**src/rtl/eq_pkg.sv**
```systemverilog
// Shared types and defaults for the audio front end (I2S receiver, EQ engine).
package eq_pkg;

  localparam int unsigned SMPL_W_DEF = 24;
  localparam int unsigned SLOT_W_DEF = 32;

  typedef enum logic [1:0] {
    IDLE,
    LEFT,
    RIGHT
  } state_e;

endpackage

```
**src/rtl/i2s_sync.sv**
```systemverilog
// Two-flop synchronizer for the I2S pins plus a third sclk flop for
// rising-edge detection; ws/data stay aligned to the sclk edge they accompany.
module i2s_sync (
  input  logic clk,
  input  logic rst_n,
  input  logic sclk_i,
  input  logic ws_i,
  input  logic data_i,
  output logic sclk_rise_o,
  output logic ws_s_o,
  output logic data_s_o
);

  logic [2:0] sclk_q;
  logic [1:0] ws_q;
  logic [1:0] data_q;

  always_ff @(posedge clk or negedge rst_n) begin
    if (!rst_n) begin
      sclk_q <= '0;
      ws_q   <= '0;
      data_q <= '0;
    end else begin
      sclk_q <= {sclk_q[1:0], sclk_i};
      ws_q   <= {ws_q[0], ws_i};
      data_q <= {data_q[0], data_i};
    end
  end

  assign sclk_rise_o = sclk_q[1] & ~sclk_q[2];
  assign ws_s_o      = ws_q[1];
  assign data_s_o    = data_q[1];

endmodule

```
**src/rtl/i2s_rx.sv**
```systemverilog
// I2S slave receiver: deserializes a left/right frame and strobes vld once per frame.
// Optional slot-length checking is enabled with `define I2S_FRAME_CHK_EN.
module i2s_rx
  import eq_pkg::*;
#(
  parameter int unsigned SMPL_W = SMPL_W_DEF,
  parameter int unsigned SLOT_W = SLOT_W_DEF
) (
  input  logic              clk,
  input  logic              rst_n,
  input  logic              I2S_sclk,
  input  logic              I2S_ws,
  input  logic              I2S_data,
  output logic [SMPL_W-1:0] lft_chnnl,
  output logic [SMPL_W-1:0] rght_chnnl,
  output logic              vld,
  output logic              frame_err
);

  localparam int unsigned       CNT_W    = $clog2(SLOT_W);
  localparam logic [CNT_W-1:0] CNT_MAX  = CNT_W'(SLOT_W - 1);
  localparam logic [CNT_W-1:0] CNT_SMPL = CNT_W'(SMPL_W);

  logic sclk_rise;
  logic ws_s;
  logic data_s;

  i2s_sync u_sync (
    .clk        (clk),
    .rst_n      (rst_n),
    .sclk_i     (I2S_sclk),
    .ws_i       (I2S_ws),
    .data_i     (I2S_data),
    .sclk_rise_o(sclk_rise),
    .ws_s_o     (ws_s),
    .data_s_o   (data_s)
  );

  state_e             state_q;
  logic [CNT_W-1:0]   cnt_q;
  logic               ws_prev_q;
  logic [SMPL_W-1:0]  shift_q;
  logic [SMPL_W-1:0]  left_hold_q;
  logic               left_ok_q;
  logic [SMPL_W-1:0]  lft_q;
  logic [SMPL_W-1:0]  rght_q;
  logic               vld_q;
  logic               ferr_q;

  logic               ws_edge;
  logic               ws_fall;
  logic [CNT_W-1:0]   cnt_inc;
  logic [SMPL_W-1:0]  shift_nxt;
  logic               slot_err;

  assign ws_edge   = ws_s ^ ws_prev_q;
  assign ws_fall   = ws_edge & ~ws_s;
  assign cnt_inc   = (cnt_q == CNT_MAX) ? cnt_q : cnt_q + 1'b1;
  assign shift_nxt = {shift_q[SMPL_W-2:0], data_s};

`ifdef I2S_FRAME_CHK_EN
  logic early_edge;
  logic late_edge;
  assign early_edge = ws_edge && (cnt_q != CNT_MAX);
  assign late_edge  = !ws_edge && (cnt_q == CNT_MAX);
  assign slot_err   = (state_q != IDLE) && (early_edge || late_edge);
`else
  assign slot_err   = 1'b0;
`endif

  // cnt_inc is the index of the current edge within the slot; edge 0 is the ws change.
  always_ff @(posedge clk or negedge rst_n) begin
    if (!rst_n) begin
      state_q     <= IDLE;
      cnt_q       <= '0;
      ws_prev_q   <= 1'b0;
      shift_q     <= '0;
      left_hold_q <= '0;
      left_ok_q   <= 1'b0;
      lft_q       <= '0;
      rght_q      <= '0;
      vld_q       <= 1'b0;
      ferr_q      <= 1'b0;
    end else begin
      vld_q  <= 1'b0;
      ferr_q <= 1'b0;
      if (sclk_rise) begin
        ws_prev_q <= ws_s;
        if (slot_err) begin
          ferr_q    <= 1'b1;
          state_q   <= IDLE;
          cnt_q     <= '0;
          left_ok_q <= 1'b0;
        end else begin
          case (state_q)
            IDLE: begin
              if (ws_fall) begin
                state_q   <= LEFT;
                cnt_q     <= '0;
                left_ok_q <= 1'b0;
              end
            end
            LEFT, RIGHT: begin
              if (ws_edge) begin
                state_q <= ws_s ? RIGHT : LEFT;
                cnt_q   <= '0;
                if (!ws_s) left_ok_q <= 1'b0;
              end else begin
                cnt_q <= cnt_inc;
                if (cnt_inc <= CNT_SMPL) begin
                  shift_q <= shift_nxt;
                  if (cnt_inc == CNT_SMPL) begin
                    if (state_q == LEFT) begin
                      left_hold_q <= shift_nxt;
                      left_ok_q   <= 1'b1;
                    end else if (left_ok_q) begin
                      lft_q  <= left_hold_q;
                      rght_q <= shift_nxt;
                      vld_q  <= 1'b1;
                    end
                  end
                end
              end
            end
            default: state_q <= IDLE;
          endcase
        end
      end
    end
  end

  assign lft_chnnl  = lft_q;
  assign rght_chnnl = rght_q;
  assign vld        = vld_q;
  assign frame_err  = ferr_q;

endmodule

```
**config.mk**
```make
export PLATFORM = sky130hd
export DESIGN_NAME = i2s_rx
export DESIGN_NICKNAME = d
export VERILOG_FILES = /design/src/rtl/eq_pkg.sv /design/src/rtl/i2s_sync.sv /design/src/rtl/i2s_rx.sv
export SDC_FILE = /design/constraint.sdc
export NUM_CORES = 1
export LEC_CHECK = 0
export BUFFER_PORTS_ARGS = -buffer_cell sky130_fd_sc_hd__buf_2
export CAP_MARGIN = 20
export CORE_MARGIN = 4
export CORE_UTILIZATION = 54
export CTS_BUF_LIST = sky130_fd_sc_hd__clkbuf_4 sky130_fd_sc_hd__clkbuf_8
export CTS_CLUSTER_DIAMETER = 60
export DETAILED_ROUTE_END_ITERATION = 10
export PLACE_DENSITY = 0.78
export SYNTH_ARGS = -nofsm -noshare
export SYNTH_HDL_FRONTEND = slang
export SYNTH_SLANG_ARGS = --single-unit
```
**constraint.sdc**
```tcl
create_clock -name clk -period 2.64 [get_ports clk]
set_clock_uncertainty 0.1 [all_clocks]
set_input_delay 0.132 -clock clk [delete_from_list [all_inputs] [get_ports clk]]
set_output_delay 0.132 -clock clk [all_outputs]
set_load 0.05 [all_outputs]
```
==> impl_metrics.tcl <==
set metrics [dict create \
    firstDrtPassIters 4 \
    setup_slack_ns 0.129 \
    initial_core_util_pct 56.9 \
    yosysWarningCount 0 \
    vdd_drop_max_mv 0.336 \
    antenna_found_initial 0 \
    dpl.hpwl_um 5140 \
    vias_per_cell 5.48 \
    cts_tree "yes" \
    drive_above_1_share_pct 52.1 \
    critPathKind "reg2reg" \
    cp.arrival_ns 2.66 \
    areaGrowthSynthToFinish_pct 16.1 \
    cts_inserted_buffers 9 \
    worst_slew_pin_slew_ns 0.685 \
    endpoint_kind "flip-flop" \
    clk_latency_ns 0.37 \
    synth_flop_cell "dfrtp_1" \
    synth_common_cells "dfrtp_1, mux2_2, mux2_4" \
    ioPinCount 55 \
    yosysMostFrequentCell "dfrtp_1" \
    finalHoldViolCount 0 \
    avgSynthCellArea_um2 15.6 \
    min_path_type "in2async" \
    cp_max_fo 19 \
    fmax_ghz 0.398 \
    htree_levels 3 \
    grtUsageTotal_pct 17.4 \
    cts_buffer_depth 2 \
    syn_area_um2 4490 \
    multi_input_area_um2 1590 \
    instances_no_fill 463 \
    vias 2539 \
    die_y_um 99.2 \
    fin_util_pct 66.1 \
    ys_top_cells_by_area "dfrtp_1, mux2_2, mux2_4" \
    drt_iter0_markers 109 \
    core_area_um2 7890 \
    clockRootBuffer "clkbuf_8" \
    slowest_delay_ns 0.57 \
    drt-total-wl_um 7900 \
    synth_edf_count 0 \
    synth_top_area_cell "dfrtp_1" \
    ant_nets 0 \
    fill_cells 553 \
    gp_congestion 0.866 \
    portBuffers 53 \
    wire_per_inst_um 17.1 \
    synth.distinct_cells 39 \
    fin_crit_ns 2.51 \
    cpMaxStageDelayCell "or4_4" \
    seqCellArea_um2 2800 \
    grt_max_degree 54 \
    synthArstFlopShare_pct 100 \
    fp.dieW_um 99.2 \
    ys_seq_area_share_pct 62.4 \
    maxCapViolCount 0 \
    required_ns 2.79 \
    synth_seq_cells 112 \
    synth_nets 298 \
    leakage_nw 2.81 \
    grt_overflow 0 \
    p_per_area_nw_per_um2 629 \
    dpl_worst_slack_ns 0.0425 \
    yosysTopAreaCellShare_pct 62.4 \
    die_area_um2 9840 \
    finalCritPeriodShare_pct 95.1 \
    nNetsFinal 367 \
    drc 0 \
    slew_headroom_pct 54.3 \
    slew_viol_final 0 \
    grt_pass1_vias 2757 \
    clock_sinks 112 \
    startpoint_type "flip-flop" \
    outcome "completed" \
    setup_viol 0 \
    grt_pass1_wl_um 13600 \
    dp_cells 440 \
    diodes 0 \
    clk_pin_slew_ns 0.11 \
    placementRows 32 \
    syn_inst 287 \
    cp_cell_sequence "ha_2 -> nand4_2 -> mux2i_2 -> nand3b_1 -> or4_4 -> buf_12 -> mux2_4" \
]
-- critical path: cells and delay by family, from the launching register on --
| family | cells | cell delay, ns |
|---|---|---|
| buffers and inverters | 1 | 0.19 |
| AND/OR/NAND/NOR | 3 | 0.93 |
| adder cells (fa/ha/maj) | 1 | 0.23 |
| multiplexers | 2 | 0.58 |
| flip-flops | 1 | 0.37 |
-- routing by layer --
metal	vias to the layer above	global-route usage (%)	routed length, um
met2	63	28.0	3830
met5	-	0	0
met4	0	5.67	94
met1	1306	23.8	3640
met3	10	3.93	337
li1	1160	-	-
-- worst paths after layout --
kind	to	slack (ns)	cells past startpoint	startpoint
worst max-delay path	left_hold_q[12]	0.13	7	cnt_q[0]
worst min-delay path	rght_chnnl[4]	0.22	2	rst_n
worst max register to register	left_hold_q[12]	0.13	7	cnt_q[0]
worst min register to register	u_sync.ws_q[1]	0.26	0	u_sync.ws_q[0]
max in group asynchronous	left_hold_q[21]	1.45	3	rst_n
min in group clk	u_sync.ws_q[1]	0.26	0	u_sync.ws_q[0]
-- flip-flops by register name, summed over array words and instances, names as in the netlist, 2 cells and up --
name,count
u_sync.data_q,2
state_q,2
lft_chnnl,24
shift_q,23
left_hold_q,24
u_sync.sclk_q,3
u_sync.ws_q,2
cnt_q,5
rght_chnnl,24
-- repair_timing --
item	in CTS	in global routing
resized for setup	2	3
cloned	1	0
setup buffers	1	1
hold endpoints to repair	54	0
endpoints found under the setup margin	6	72
hold buffers	4	0
pin swaps	1	1
-- cells in the final DEF (no fill, tap or decap), types with 3 or more instances in the layout --
| master | count |
|---|---|
| inv_1 | 6 |
| mux2_4 | 20 |
| buf_12 | 4 |
| inv_6 | 3 |
| nand2_1 | 8 |
| buf_4 | 10 |
| ha_1 | 5 |
| dfrtp_1 | 111 |
| mux2_2 | 74 |
| buf_2 | 52 |
| nor2_1 | 5 |
| o21ai_0 | 3 |
| clkbuf_8 | 9 |
| dlygate4sd3_1 | 4 |
| a21oi_1 | 7 |
-- logic make-up (layout without fill, tap and decap cells) --
group	after synthesis	in the layout	synth area share, %
AOI/OAI and AO/OA	23	23	3.43
adders and majority gates	6	6	1.67
buffers and inverters	19	93	2.73
DFF	112	112	62.4
muxes	96	96	25.8
other	1	1	0.0835
and+or+nand+nor	30	30	3.87
-- final cells by class --
class	instances	area share (%)
Multi-Input combinational cell	156	30.5
Inverter	6	0.432
Tap cell	102	2.45
Clock buffer	10	2.52
Sequential cell	112	53.8
Clock inverter	6	0.960
Timing Repair Buffer	71	9.36
-- per-stage QoR --
stage / power (W) / hold slack [ns] / cell area, um^2 / TNS, ns
2_1_floorplan: 0.00215 / -0.264 / 4490 / 0
3_3_place_gp: 0.00230 / 0.106 / 4930 / 0
3_5_place_dp: 0.00231 / 0.116 / 4930 / 0
4_1_cts: 0.00327 / 0.242 / 5200 / 0
5_1_grt: 0.00344 / 0.274 / 5210 / -0.0253
6_report: 0.00328 / 0.224 / 5210 / 0
-- report_power, final --
part | total (W) | switching (W) | internal (W)
combinational | 0.000463 | 0.000260 | 0.000203
sequential | 0.00186 | 0.0000707 | 0.00179
clock | 0.000958 | 0.000588 | 0.000370
total | 0.00328 | 0.000919 | 0.00236
No activity file was read; power rests on OpenSTA's default activity.
